$ cat src/rtl/imem_loader_pkg.sv
// Shared definitions for the boot-time instruction loader.
// Optional checksum stage is enabled with IMEM_LOADER_CHECKSUM_EN.
package imem_loader_pkg;

  typedef enum logic [2:0] {
    CNT_LO = 3'd0,
    CNT_HI = 3'd1,
    DATA   = 3'd2,
    CHK    = 3'd3,
    DONE   = 3'd4,
    ERR    = 3'd5
  } state_t;

  localparam int HDR_W = 16;

endpackage

$ cat src/rtl/imem_word_assembler.sv
// Packs four little-endian bytes into a 32-bit word; word_ready marks the 4th byte.
// With IMEM_LOADER_CHECKSUM_EN it also keeps a running 8-bit sum of data bytes.
module imem_word_assembler
  import imem_loader_pkg::*;
(
  input  logic        clk,
  input  logic        rst_n,
  input  logic        clr,
  input  logic        en,
  input  logic [7:0]  data,
  output logic        word_ready,
  output logic [31:0] word
`ifdef IMEM_LOADER_CHECKSUM_EN
  ,
  output logic [7:0]  csum
`endif
);

  logic [1:0]      byte_idx;
  logic [2:0][7:0] word_buf;

  // The 4th byte is forwarded directly so the word is available on the accepting edge.
  assign word_ready = en && (byte_idx == 2'd3);
  assign word       = {data, word_buf[2], word_buf[1], word_buf[0]};

  always_ff @(posedge clk or negedge rst_n) begin
    if (!rst_n) begin
      byte_idx <= '0;
      word_buf <= '0;
    end else if (clr) begin
      byte_idx <= '0;
      word_buf <= '0;
    end else if (en) begin
      byte_idx <= byte_idx + 2'd1;
      if (byte_idx != 2'd3) word_buf[byte_idx] <= data;
    end
  end

`ifdef IMEM_LOADER_CHECKSUM_EN
  always_ff @(posedge clk or negedge rst_n) begin
    if (!rst_n)      csum <= '0;
    else if (clr)    csum <= '0;
    else if (en)     csum <= csum + data;
  end
`endif

endmodule

$ cat src/rtl/imem_loader.sv
// Boot loader: byte stream -> 32-bit instruction-memory writes; holds the core in reset until done.
// Define IMEM_LOADER_CHECKSUM_EN to require a trailing 8-bit checksum byte.
module imem_loader
  import imem_loader_pkg::*;
#(
  parameter int                ADDR_W    = 16,
  parameter logic [ADDR_W-1:0] BASE_ADDR = '0,
  parameter int                MAX_WORDS = 1024
)(
  input  logic              clk,
  input  logic              rst_n,
  input  logic              start,
  input  logic              in_valid,
  input  logic [7:0]        in_data,
  output logic              in_ready,
  output logic              imem_we,
  output logic [ADDR_W-1:0] imem_addr,
  output logic [31:0]       imem_wdata,
  output logic              core_rst_n,
  output logic              done,
  output logic              error,
  output logic [15:0]       words_loaded
);

`ifdef IMEM_LOADER_CHECKSUM_EN
  localparam state_t FIN = CHK;
  logic [7:0] csum;
`else
  localparam state_t FIN = DONE;
`endif

  state_t           state, state_next;
  logic [7:0]       cnt_lo;
  logic [HDR_W-1:0] count, hdr;
  logic             xfer, asm_en, word_ready, we_next, last_word, finish;
  logic [31:0]      word;

  assign in_ready  = (state != DONE) && (state != ERR);
  assign xfer      = in_valid && in_ready;
  assign hdr       = {in_data, cnt_lo};
  assign asm_en    = xfer && !start && (state == DATA);
  assign last_word = (words_loaded + 16'd1) == count;

  imem_word_assembler u_asm (
    .clk        (clk),
    .rst_n      (rst_n),
    .clr        (start),
    .en         (asm_en),
    .data       (in_data),
    .word_ready (word_ready),
    .word       (word)
`ifdef IMEM_LOADER_CHECKSUM_EN
    ,
    .csum       (csum)
`endif
  );

  always_comb begin
    state_next = state;
    we_next    = 1'b0;
    if (start) begin
      state_next = CNT_LO;
    end else begin
      case (state)
        CNT_LO: if (xfer) state_next = CNT_HI;
        CNT_HI: if (xfer) begin
          if (hdr == '0)                  state_next = FIN;
          else if (int'(hdr) > MAX_WORDS) state_next = ERR;
          else                            state_next = DATA;
        end
        DATA: if (word_ready) begin
          we_next = 1'b1;
          if (last_word) state_next = FIN;
        end
`ifdef IMEM_LOADER_CHECKSUM_EN
        CHK: if (xfer) state_next = (in_data == csum) ? DONE : ERR;
`endif
        default: state_next = state;
      endcase
    end
  end

  // Release waits until the final write strobe has retired.
  assign finish = (state_next == DONE) && !we_next;

  always_ff @(posedge clk or negedge rst_n) begin
    if (!rst_n) begin
      state        <= CNT_LO;
      imem_we      <= 1'b0;
      imem_addr    <= BASE_ADDR;
      imem_wdata   <= '0;
      core_rst_n   <= 1'b0;
      done         <= 1'b0;
      error        <= 1'b0;
      words_loaded <= '0;
      cnt_lo       <= '0;
      count        <= '0;
    end else begin
      state      <= state_next;
      imem_we    <= we_next;
      done       <= finish;
      core_rst_n <= finish;
      error      <= (state_next == ERR);
      if (start) begin
        words_loaded <= '0;
        imem_addr    <= BASE_ADDR;
      end else if (we_next) begin
        imem_addr    <= BASE_ADDR + ADDR_W'({words_loaded, 2'b00});
        imem_wdata   <= word;
        words_loaded <= words_loaded + 16'd1;
      end
      if (!start && xfer && state == CNT_LO) cnt_lo <= in_data;
      if (!start && xfer && state == CNT_HI) count  <= hdr;
    end
  end

endmodule

$ cat config.mk
export PLATFORM = sky130hd
export DESIGN_NAME = imem_loader
export DESIGN_NICKNAME = d
export VERILOG_FILES = /design/src/rtl/imem_loader_pkg.sv /design/src/rtl/imem_word_assembler.sv /design/src/rtl/imem_loader.sv
export SDC_FILE = /design/constraint.sdc
export NUM_CORES = 1
export LEC_CHECK = 0
export ABC_CLOCK_PERIOD_IN_PS = 2000
export CAP_MARGIN = 20
export CORE_ASPECT_RATIO = 0.7
export CORE_UTILIZATION = 44
export CTS_CLUSTER_DIAMETER = 40
export DETAILED_ROUTE_END_ITERATION = 8
export PLACE_DENSITY = 0.72
export SETUP_SLACK_MARGIN = 0.15
export SYNTH_ARGS = -nofsm -noshare
export SYNTH_HDL_FRONTEND = slang
export SYNTH_SLANG_ARGS = --single-unit
$ cat constraint.sdc
create_clock -name clk -period 2 [get_ports clk]
set_input_delay 0.6 -clock clk [delete_from_list [all_inputs] [get_ports clk]]
set_output_delay 0.6 -clock clk [all_outputs]
set_load 0.02 [all_outputs]
# After elaboration in Yosys (flattened, before gate mapping)
# Cells that the tools add are included.
# word_totals
ff_bits,120
inputBits,12
output_inout_bits,69
elab_cells,69
# op_classes
add_sub_neg,2
n_lt_le_gt_ge,3
eq_ne,9
n_mux,23
bitwise_logic,1
reduce_logical,18
# ops
operator,count
2-to-1 mux 24 bit,3
2-to-1 mux 16 bit,4
bitwise mux 24 bit,1
2-to-1 mux 3 bit,7
"adder 16 x 1 -> 16 bit, second input constant",1
demux 8 bit (select 2 bit),1
equality test 16 bit,1
"> comparator 16 x 11 -> 1 bit, second input constant",1
zero test 16 bit,1
logical AND 1 bit,9
case mux 3 bit (3 select lines),1
2-to-1 mux 8 bit,1
"equality test 3 bit, second input constant",2
"inequality test 3 bit, second input constant",2
nonzero test 2 bit,3
2-to-1 mux 2 bit,2
AND reduction 2 bit,2
"equality test 3 x 1 -> 1 bit, second input constant",1
"equality test 3 x 2 -> 1 bit, second input constant",1
zero test 3 bit,1
"less-than comparator 2 x 3 -> 1 bit, second input constant",1
2-to-1 mux 1 bit,3
"adder 2 x 1 -> 2 bit, second input constant",1
"equality test 2 bit, second input constant",1
4 further kinds,5

# Logic depth before layout (Yosys ltp)
# Gate-level depths: netlist (run 1).
# depth
ltp_word,11
depth_mapped,8
mapped_depth_nobuf,7

# Hierarchy
# Synthesis (run 1) repeated with hierarchy kept, for this count alone.
# hier_totals
hier_cells,485
hier_area_um2,5547.8
# by_module_without_submodules
module,instances,cells_each,area_per_inst_um2,seq_area_each_um2
imem_loader,1,373,4219.0,2302.2
imem_word_assembler,1,112,1328.8,650.6

# Worst setup path before layout (run 1)
# Ideal clock, no wire load.
# synth_path
kind,register -> register
from,register words_loaded[0]
to,register state[1]
setup_time_ns,0.121
arrival_ns,2.041
required_time_ns,1.879
path_slack_ns,-0.162
path_stages_with_launch,8
path_buffers,0
period_less_slack_ns,2.162
path_cell_list,dfrtp_1 ha_1 nand3_4 nor3_4 mux2i_1 o21ai_0 or3b_1 o22a_1
# synth_between
elab_chain_len,6
# synth_lines
element,line_no,source
from (decl),imem_loader.sv:22,output logic [15:0] words_loaded
from (signal assigned),imem_loader.sv:110,words_loaded <= words_loaded + 16'd1;
adder 16 x 1 -> 16 bit,imem_loader.sv:42,assign last_word = (words_loaded + 16'd1) == count;
equality test 16 bit,imem_loader.sv:42,
2-to-1 mux 3 bit,imem_loader.sv:73,if (last_word) state_next = FIN;
2-to-1 mux 3 bit,imem_loader.sv:71,DATA: if (word_ready) begin
case mux 3 bit (3 select lines),imem_loader.sv:64,case (state)
2-to-1 mux 3 bit,imem_loader.sv:61,if (start) begin
net state_next[1],imem_loader.sv:32,"state_t state, state_next;"
to (signal assigned),imem_loader.sv:99,state <= state_next;
to (decl),imem_loader.sv:32,
# The timed path passes the listed nets, and every way through them passes these cells.
# A chain may end at the register's enable or synchronous reset.

# Worst setup path in the final report (run 1)
# Same ends and word-level chain as after synthesis.

==> run summary, run 1 <==
Synthesized area -> 0.00552 mm²
Total track usage -> 0.243
Drc violations -> 0
Min cycle time layout -> 2.08 ns
Initial Utilization -> 0.461
Post-route core utilization -> 0.658
Final Cell Area -> 0.00788 mm²
CP required -> 2.29 ns
Status -> complete, but fails checks
Crit-path max FO -> 5
FMAX -> 0.481 GHz
Synth Register Bits -> 118
Max Root-Sink Buffers -> 2
Htree depth -> 4
Synthesized area per cell -> 10.8 µm²
Synth Flop Type -> dfrtp_1
CTS sink cnt -> 118
Fillers -> 885
Register area share after synthesis -> 0.535
Hold Crit Class -> in2async
IO Count -> 81
Hold Vio Cnt, Final -> 0
First-pass GRT wire length -> 23700 µm
Most common cell after layout, fill and taps aside -> dfrtp_1
CTS tree -> done
Initial antenna violation count -> 0
CP Capture Type -> flip-flop
Initial drt markers -> 399
GPL Wtd Cong -> 0.861
HPWL Detailed -> 9980 µm
Skew final -> 0.00873 ns
Most frequent cells in the layout -> dfrtp_1 (107), buf_4 (79), nand2_1 (65), dlygate4sd2_1 (56), mux2_2 (55)
Core area -> 0.0120 mm²
Max Cap Violations -> 0
Number of flops mapped to enable cells by yosys -> 0
Vias in the first global route -> 4599
Total wire length -> 15400 µm
Ys Warns -> 0
Dpl cell area -> 0.00696 mm²
Most area-consuming cells after synthesis -> dfrtp_1 (54%), mux2_2 (11%), nand2_1 (4.7%)
IO Port Bufs -> 78
Synth-to-layout area growth -> 42.8%
Clock Tree Root -> clkbuf_16
VDD IR max -> 0.000645 V
P_leak -> 3.77 nW
Clock Latency Late Sink -> 0.42 ns
CTS buffer count -> 17
Vias per inst -> 5.52
Setup ws final -> -0.0795 ns
Hold_ws -> 0.103 ns
# setup viols final -> 1
Crit path DAT -> 2.37 ns
Post-route ant nets -> 0
Period utilization -> 1.04
PD cells -> 845 mW/mm²
Reg2Reg Setup Slack -> -0.08 ns
Die area -> 0.0130 mm²
Wire per inst -> 18.5 µm
Top cell type's share of synthesized area -> 0.535
Die span in y -> 95.7 µm
TNS Setup -> -0.0795 ns
Share of cells above drive strength 1 -> 0.368
Dominant cell type by area after synthesis -> dfrtp_1
Crit path kind -> reg2reg
Synth async-reset ratio -> 1.00
DR vias -> 4583
Worst r2r path cells -> 8
Startpoint types -> flip-flop
Global route overflow -> 0
Synthesized instance count -> 509
Failing checks -> setup timing
N_diodes -> 0
Die Width -> 136 µm
Unique masters post-synth -> 54
Slew Limit Fails -> 0
Pwr Total -> 6.66 mW
Largest net degree at the start of global routing -> 49
Nets@finish -> 677
FP Rows -> 33
1st-pass router iterations -> 7
Clk pin slew, worst setup/hold paths -> 0.06 ns
RSZ-0062 raised after global routing -> true
[Yosys cell counts (all sizes together), types with 9 or more instances]
master    n
o21ai     9
xor2     10
nor2     35
buf      18
nor3     12
nand2    69
xnor2    21
clkbuf   16
mux2     55
dfrtp   118
a21oi    39
nand3    26
[critical path: stages, from the launching register on]
cell and delay [ns]:
dfrtp_2 0.40, ha_4 0.16, nand3_4 0.11, nor3_4 0.33
buf_6 0.16, mux2i_4 0.22, and4_1 0.22, nand4_1 0.14
o22a_1 0.23
[flip-flops by register name (all words and copies together) (netlist names)]
name,flops
cnt_lo,8
count,16
done,1
error,1
imem_addr,14
imem_wdata,32
imem_we,1
state,3
u_asm.byte_idx,2
u_asm.word,24
words_loaded,16
[repair_timing]
action / CTS / global route
pin swaps: 12 / 11
hold buffers: 0 / 0
resized for setup: 128 / 43
endpoints found under the hold margin: 0 / 0
buffers inserted: 8 / 11
setup endpoints to repair: 139 / 63
[power by group]
| group | total [mW] | leakage (nW) | internal (mW) | switching, mW |
|---|---|---|---|---|
| Sequential | 2.72 | 1.58 | 2.55 | 0.167 |
| Clock | 3.18 | 0.305 | 1.99 | 1.19 |
| Combinational | 0.759 | 1.88 | 0.371 | 0.388 |
[kinds of logic after synthesis]
logic type | after synthesis | share of synthesized area
AND/OR/NAND/NOR | 187 | 0.176
flip-flops | 118 | 0.535
AO/OA/AOI/OAI | 66 | 0.0714
multiplexers | 58 | 0.118
buffers and inverters | 43 | 0.0388
XOR/XNOR | 31 | 0.0492
adder cells (fa/ha/maj) | 5 | 0.0113
other | 1 | 0.000679
[per-layer routing]
layer / wire (µm) / global-route usage
met1: 6930 / 0.342
met2: 7220 / 0.377
met3: 916 / 0.0400
met4: 326 / 0.0981
met5: 0 / 0
[final timing paths]
kind,start,end
worst max-delay path,words_loaded[0],state[1]
worst max register to register,words_loaded[0],state[1]
worst min register to register,imem_wdata[12],imem_wdata[12]
worst min-delay path,rst_n,u_asm.word[6]
max in group asynchronous,rst_n,words_loaded[0]
min in group clk,imem_wdata[12],imem_wdata[12]
[stage by stage]
stage | instances | setup WS (ns)
final | 830 | -0.0795
after global routing | 830 | -0.142
after CTS | 819 | -0.0150
after detailed placement | 779 | -0.702
after global placement | 779 | -0.494
after floorplan | 510 | 0.0783
[final cells by class]
| type | count | area [µm²] | area share |
|---|---|---|---|
| sequential | 118 | 2970 | 0.376 |
| multi-input combinational | 349 | 2690 | 0.341 |
| timing repair buffer | 166 | 1380 | 0.175 |
| clock buffer | 17 | 425 | 0.0540 |
| tap | 157 | 196 | 0.0249 |
| clock inverter | 15 | 194 | 0.0246 |
| inverter | 8 | 30.0 | 0.00381 |
Power figures use the tool's default switching activity.
==> run 2, diff against run 1 <==
--- a/config.mk
+++ b/config.mk
@@ -6,7 +6,6 @@
 export NUM_CORES = 1
 export LEC_CHECK = 0
 export ABC_CLOCK_PERIOD_IN_PS = 2000
-export CAP_MARGIN = 20
 export CORE_ASPECT_RATIO = 0.7
 export CORE_UTILIZATION = 44
 export CTS_CLUSTER_DIAMETER = 40
==> constraint.sdc (replaced) <==
create_clock -name clk -period 2 [get_ports clk]
set_input_delay 0.5 -clock clk [delete_from_list [all_inputs] [get_ports clk]]
set_output_delay 0.5 -clock clk [all_outputs]
set_load 0.02 [all_outputs]
==> run 2 against run 1 <==
Net effect: the run still ends with setup timing left; sequential power about the same; worst hold slack worse by 0.013 ns; clock power down 8.8%; final cell count unchanged; register-to-register slack about the same; largest power group unchanged.
==> run summary, run 2 (same netlist as run 1, synthesis figures left out) <==
Status -> complete, but fails checks
Failing checks -> setup timing
Setup ws final -> -0.0811 ns
Most flops, register -> imem_wdata
Crit path DAT -> 2.38 ns
Worst slack, placed -> -0.680 ns
PD cells -> 817 mW/mm²
CP required -> 2.29 ns
Finished Layout Cells -> 830
Die Width -> 136 µm
Period utilization -> 1.04
Min cycle time layout -> 2.08 ns
CTS buffer count -> 17
Skew final -> 0.00789 ns
Max Cap Violations -> 0
Crit path buf inv count -> 1
Crit path kind -> reg2reg
Critical path's top delay family -> compound AO/OA/AOI/OAI gates
Htree depth -> 4
VDD IR max -> 0.000662 V
Die area -> 0.0130 mm²
Initial drt markers -> 266
Vias in the first global route -> 4424
TNS Setup -> -0.0826 ns
Pwr Total -> 6.36 mW
Total track usage -> 0.232
Max Root-Sink Buffers -> 2
Nets@finish -> 678
Initial Utilization -> 0.461
CP peak stage delay -> 0.41 ns
Clock Tree Root -> clkbuf_16
Most frequent cells in the layout -> dfrtp_1 (107), buf_4 (81), nand2_1 (63), dlygate4sd2_1 (63), mux2_2 (55)
HPWL Detailed -> 9750 µm
1st-pass router iterations -> 4
Synth-to-layout area growth -> 40.9%
Wire per inst -> 17.7 µm
Most common cell after layout, fill and taps aside -> dfrtp_1
Clk pin slew, worst setup/hold paths -> 0.05 ns
P_leak -> 3.77 nW
Worst path cell trace -> ha_4, nand3_4, buf_4, o21ai_0, a21boi_0, and4_1, nand4_1, o22a_1
# setup viols final -> 2
FMAX -> 0.481 GHz
Drc violations -> 0
CTS sink cnt -> 118
Hold Vio Cnt, Final -> 0
Crit-path max FO -> 6
Global route overflow -> 0
CTS tree -> done
Largest net degree at the start of global routing -> 61
IO Port Bufs -> 78
Post-route core utilization -> 0.650
Startpoint types -> flip-flop
Largest register FFs -> 32
Initial antenna violation count -> 0
FP Rows -> 33
Post-route ant nets -> 0
Slew Limit Fails -> 0
CP max stage cell -> dfrtp_2
IO Count -> 81
N_diodes -> 0
Core area -> 0.0120 mm²
Die span in y -> 95.7 µm
DR vias -> 4439
Hold Crit Class -> in2async
Inst Count DP -> 778
Share of cells above drive strength 1 -> 0.342
Total wire length -> 14700 µm
GPL Wtd Cong -> 0.893
First-pass GRT wire length -> 22700 µm
Clock Latency Late Sink -> 0.41 ns
RSZ-0062 raised after global routing -> true
Vias per inst -> 5.35
CP Capture Type -> flip-flop
==> run 2: changes by cell type in the layout (fill, tap and decap cells not counted), sizes merged <==
| cell | previous run | this run |
|---|---|---|
| dlymetal6s2s | 2 | 6 |
| clkdlybuf4s15 | 5 | 2 |
| clkinv | 7 | 6 |
| clkbuf | 20 | 22 |
| buf | 100 | 92 |
| dlygate4sd2 | 56 | 63 |
| clkinvlp | 0 | 2 |
| bufinv | 3 | 2 |
| inv | 13 | 8 |
| clkdlybuf4s50 | 0 | 3 |
==> run 2: where the power goes <==
| group | total (mW) | switching [mW] | internal, mW |
|---|---|---|---|
| sequential | 2.70 | 0.148 | 2.55 |
| clock | 2.90 | 1.03 | 1.87 |
| combinational | 0.752 | 0.382 | 0.370 |
| total | 6.36 | 1.56 | 4.80 |
==> run 2: what timing repair did <==
action | in CTS | in global routing
pin swaps | 6 | 15
endpoints found under the setup margin | 138 | 63
setup buffers | 7 | 14
gates resized for setup | 92 | 33
hold buffers | 0 | 0
==> run 2: per-stage QoR <==
| step | hold slack [ns] | cell area [µm²] |
|---|---|---|
| floorplan | 0.204 | 5620 |
| global placement | 0.489 | 6910 |
| detailed placement | 0.492 | 6910 |
| CTS | 0.103 | 7540 |
| global route | 0.115 | 7780 |
| finish | 0.0895 | 7780 |
==> run 2: worst reg2reg max path: cells and delay by family (launching register included) <==
family                     cells  cell delay, ns
AOI/OAI and AO/OA              3            0.72
adders and majority gates      1            0.16
buffers and inverters          1            0.18
DFF                            1            0.41
and+or+nand+nor                3            0.50
==> run 2: cell type report <==
| type | instances | area [µm²] |
|---|---|---|
| timing repair buffer | 167 | 1430 |
| clock inverter | 10 | 105 |
| multi-input combinational | 349 | 2580 |
| sequential | 118 | 2970 |
| tap | 157 | 196 |
| inverter | 8 | 30.0 |
| clock buffer | 21 | 460 |
| fill | 901 | 4200 |
==> run 2: layer usage <==
| layer | up-vias | routed length (µm) | global-route usage |
|---|---|---|---|
| met5 | - | 0 | 0 |
| met2 | 155 | 6990 | 0.361 |
| met4 | 0 | 222 | 0.0972 |
| met3 | 21 | 782 | 0.0421 |
| met1 | 2207 | 6680 | 0.322 |
| li1 | 2056 | - | - |
==> run 2: worst paths after layout <==
kind / startpoint / to / slack (ns) / cells after the start
max: words_loaded[1] / state[1] / -0.08 / 8
min: rst_n / imem_wdata[6] / 0.09 / 2
max reg2reg: words_loaded[1] / state[1] / -0.08 / 8
min reg2reg: imem_wdata[4] / imem_wdata[4] / 0.50 / 1
max in group asynchronous: rst_n / words_loaded[1] / 1.61 / 2
min in group clk: imem_wdata[4] / imem_wdata[4] / 0.50 / 1
==> run 3, diff against run 2 <==
--- a/config.mk
+++ b/config.mk
@@ -7,10 +7,10 @@
 export LEC_CHECK = 0
 export ABC_CLOCK_PERIOD_IN_PS = 2000
 export CORE_ASPECT_RATIO = 0.7
-export CORE_UTILIZATION = 44
+export CORE_UTILIZATION = 30
 export CTS_CLUSTER_DIAMETER = 40
 export DETAILED_ROUTE_END_ITERATION = 8
-export PLACE_DENSITY = 0.72
+export PLACE_DENSITY = 0.54
 export SETUP_SLACK_MARGIN = 0.15
 export SYNTH_ARGS = -nofsm -noshare
 export SYNTH_HDL_FRONTEND = slang
==> run 3 against run 2 <==
Net effect: the run still ends with setup timing left; total power is 0.70% higher; design area is 3.5% higher; routed wire length is 5.8% higher; count of clock-buffer cells in the layout is 4 lower; die area is 46% higher; via count is 1.4% lower; worst hold slack better by 0.37 ns.
==> run summary, run 3 (same netlist as run 1, synthesis figures left out) <==
Crit path buf inv count -> 1
DR vias -> 4376
Period utilization -> 1.01
Final Cell Area -> 0.00805 mm²
CTS sink cnt -> 118
Initial drt markers -> 245
Reg2Reg Setup Slack -> -0.02 ns
Min cycle time layout -> 2.02 ns
Hold Vio Cnt, Final -> 0
Htree depth -> 4
Startpoint types -> flip-flop
IO Count -> 81
Clock Tree Root -> clkbuf_16
N_diodes -> 0
PD cells -> 795 mW/mm²
CTS tree -> done
1st-pass router iterations -> 4
Clock Latency Late Sink -> 0.42 ns
VDD IR max -> 0.000407 V
Initial Utilization -> 0.307
Vias in the first global route -> 4441
Drc violations -> 0
Hold_ws -> 0.462 ns
CP required -> 2.30 ns
Crit path DAT -> 2.32 ns
First-pass GRT wire length -> 23800 µm
CTS buffer count -> 17
Share of cells above drive strength 1 -> 0.343
FP Rows -> 41
Vias per inst -> 4.81
Setup ws final -> -0.0230 ns
P_leak -> 3.76 nW
Dpl cell area -> 0.00705 mm²
Global route overflow -> 0
CP max stage cell -> dfrtp_2
Critical path's top delay family -> simple AND/OR/NAND/NOR gates
Synth-to-layout area growth -> 45.9%
Total track usage -> 0.167
Worst path cell trace -> ha_4, nand3_4, nor3_4, buf_4, mux2i_2, and4_1, nand4_1, o22a_1
Slew Limit Fails -> 0
Failing checks -> setup timing
# setup viols final -> 1
Die Width -> 164 µm
Status -> complete, but fails checks
Core area -> 0.0180 mm²
Die span in y -> 115 µm
Skew final -> 0.00790 ns
CP peak stage delay -> 0.39 ns
Total wire length -> 15500 µm
Initial antenna violation count -> 0
Fillers -> 1681
Max Root-Sink Buffers -> 2
Die area -> 0.0190 mm²
Worst slack, placed -> -0.498 ns
GPL Wtd Cong -> 0.868
Clk pin slew, worst setup/hold paths -> 0.05 ns
CP Capture Type -> flip-flop
Wire per inst -> 17.1 µm
Crit-path max FO -> 6
Hold Crit Class -> in2async
Crit path kind -> reg2reg
FMAX -> 0.494 GHz
Most common cell after layout, fill and taps aside -> dfrtp_1
Most frequent cells in the layout -> dfrtp_1 (107), buf_4 (74), dlygate4sd2_1 (66), nand2_1 (65), a21oi_1 (38)
Most flops, register -> imem_wdata
Largest net degree at the start of global routing -> 48
IO Port Bufs -> 78
RSZ-0062 raised after global routing -> true
Nets@finish -> 677
Max Cap Violations -> 0
HPWL Detailed -> 10500 µm
Post-route ant nets -> 0
Largest register FFs -> 32
==> run 3: timing repair <==
item                       in CTS  in global routing
hold endpoints to repair        7                  0
gates cloned                    0                  5
setup endpoints to repair     128                 50
pin swaps                       9                  9
hold buffers                    1                  0
resized for setup              93                 68
setup buffers                   6                  6
==> run 3: area by class of cell <==
cell class	count	area, µm²	share of cell area
Sequential cell	118	2970	0.369
Multi-Input combinational cell	349	2670	0.332
Tap cell	236	295	0.0367
Timing Repair Buffer	166	1510	0.187
Clock inverter	15	153	0.0190
Inverter	8	30.0	0.00373
Clock buffer	17	425	0.0528
==> run 3: power by group <==
part | total (mW) | internal, mW | switching (mW)
clock network | 2.97 | 1.83 | 1.14
registers | 2.69 | 2.55 | 0.138
logic | 0.740 | 0.375 | 0.365
==> run 3: per-layer routing <==
metal / part of all wire / vias up / GRT usage
li1: - / 2067 / -
met1: 0.51 / 2198 / 0.248
met2: 0.43 / 97 / 0.237
met3: 0.053 / 14 / 0.0387
met4: 0.011 / 0 / 0.0537
met5: 0 / - / 0
==> run 3: final timing paths <==
check                                start  depth (start not counted)          endpoint
max in group asynchronous            rst_n                          3  words_loaded[10]
min in group clk            imem_wdata[14]                          1    imem_wdata[14]
setup reg to reg           words_loaded[0]                          8          state[1]
hold reg to reg             imem_wdata[14]                          1    imem_wdata[14]
hold / removal                       rst_n                          2      imem_addr[3]
setup / recovery           words_loaded[0]                          8          state[1]
==> run 3: through the flow <==
step / setup TNS [ns] / total power [mW] / util / cells
global route: -0.153 / 6.68 / 0.447 / 909
floorplan: 0 / 3.12 / - / 510
global placement: -32.33 / 3.42 / 0.391 / 859
finish: -0.0230 / 6.40 / 0.447 / 909
detailed placement: -33.53 / 3.43 / 0.391 / 859
CTS: -0.0328 / 6.44 / 0.427 / 898
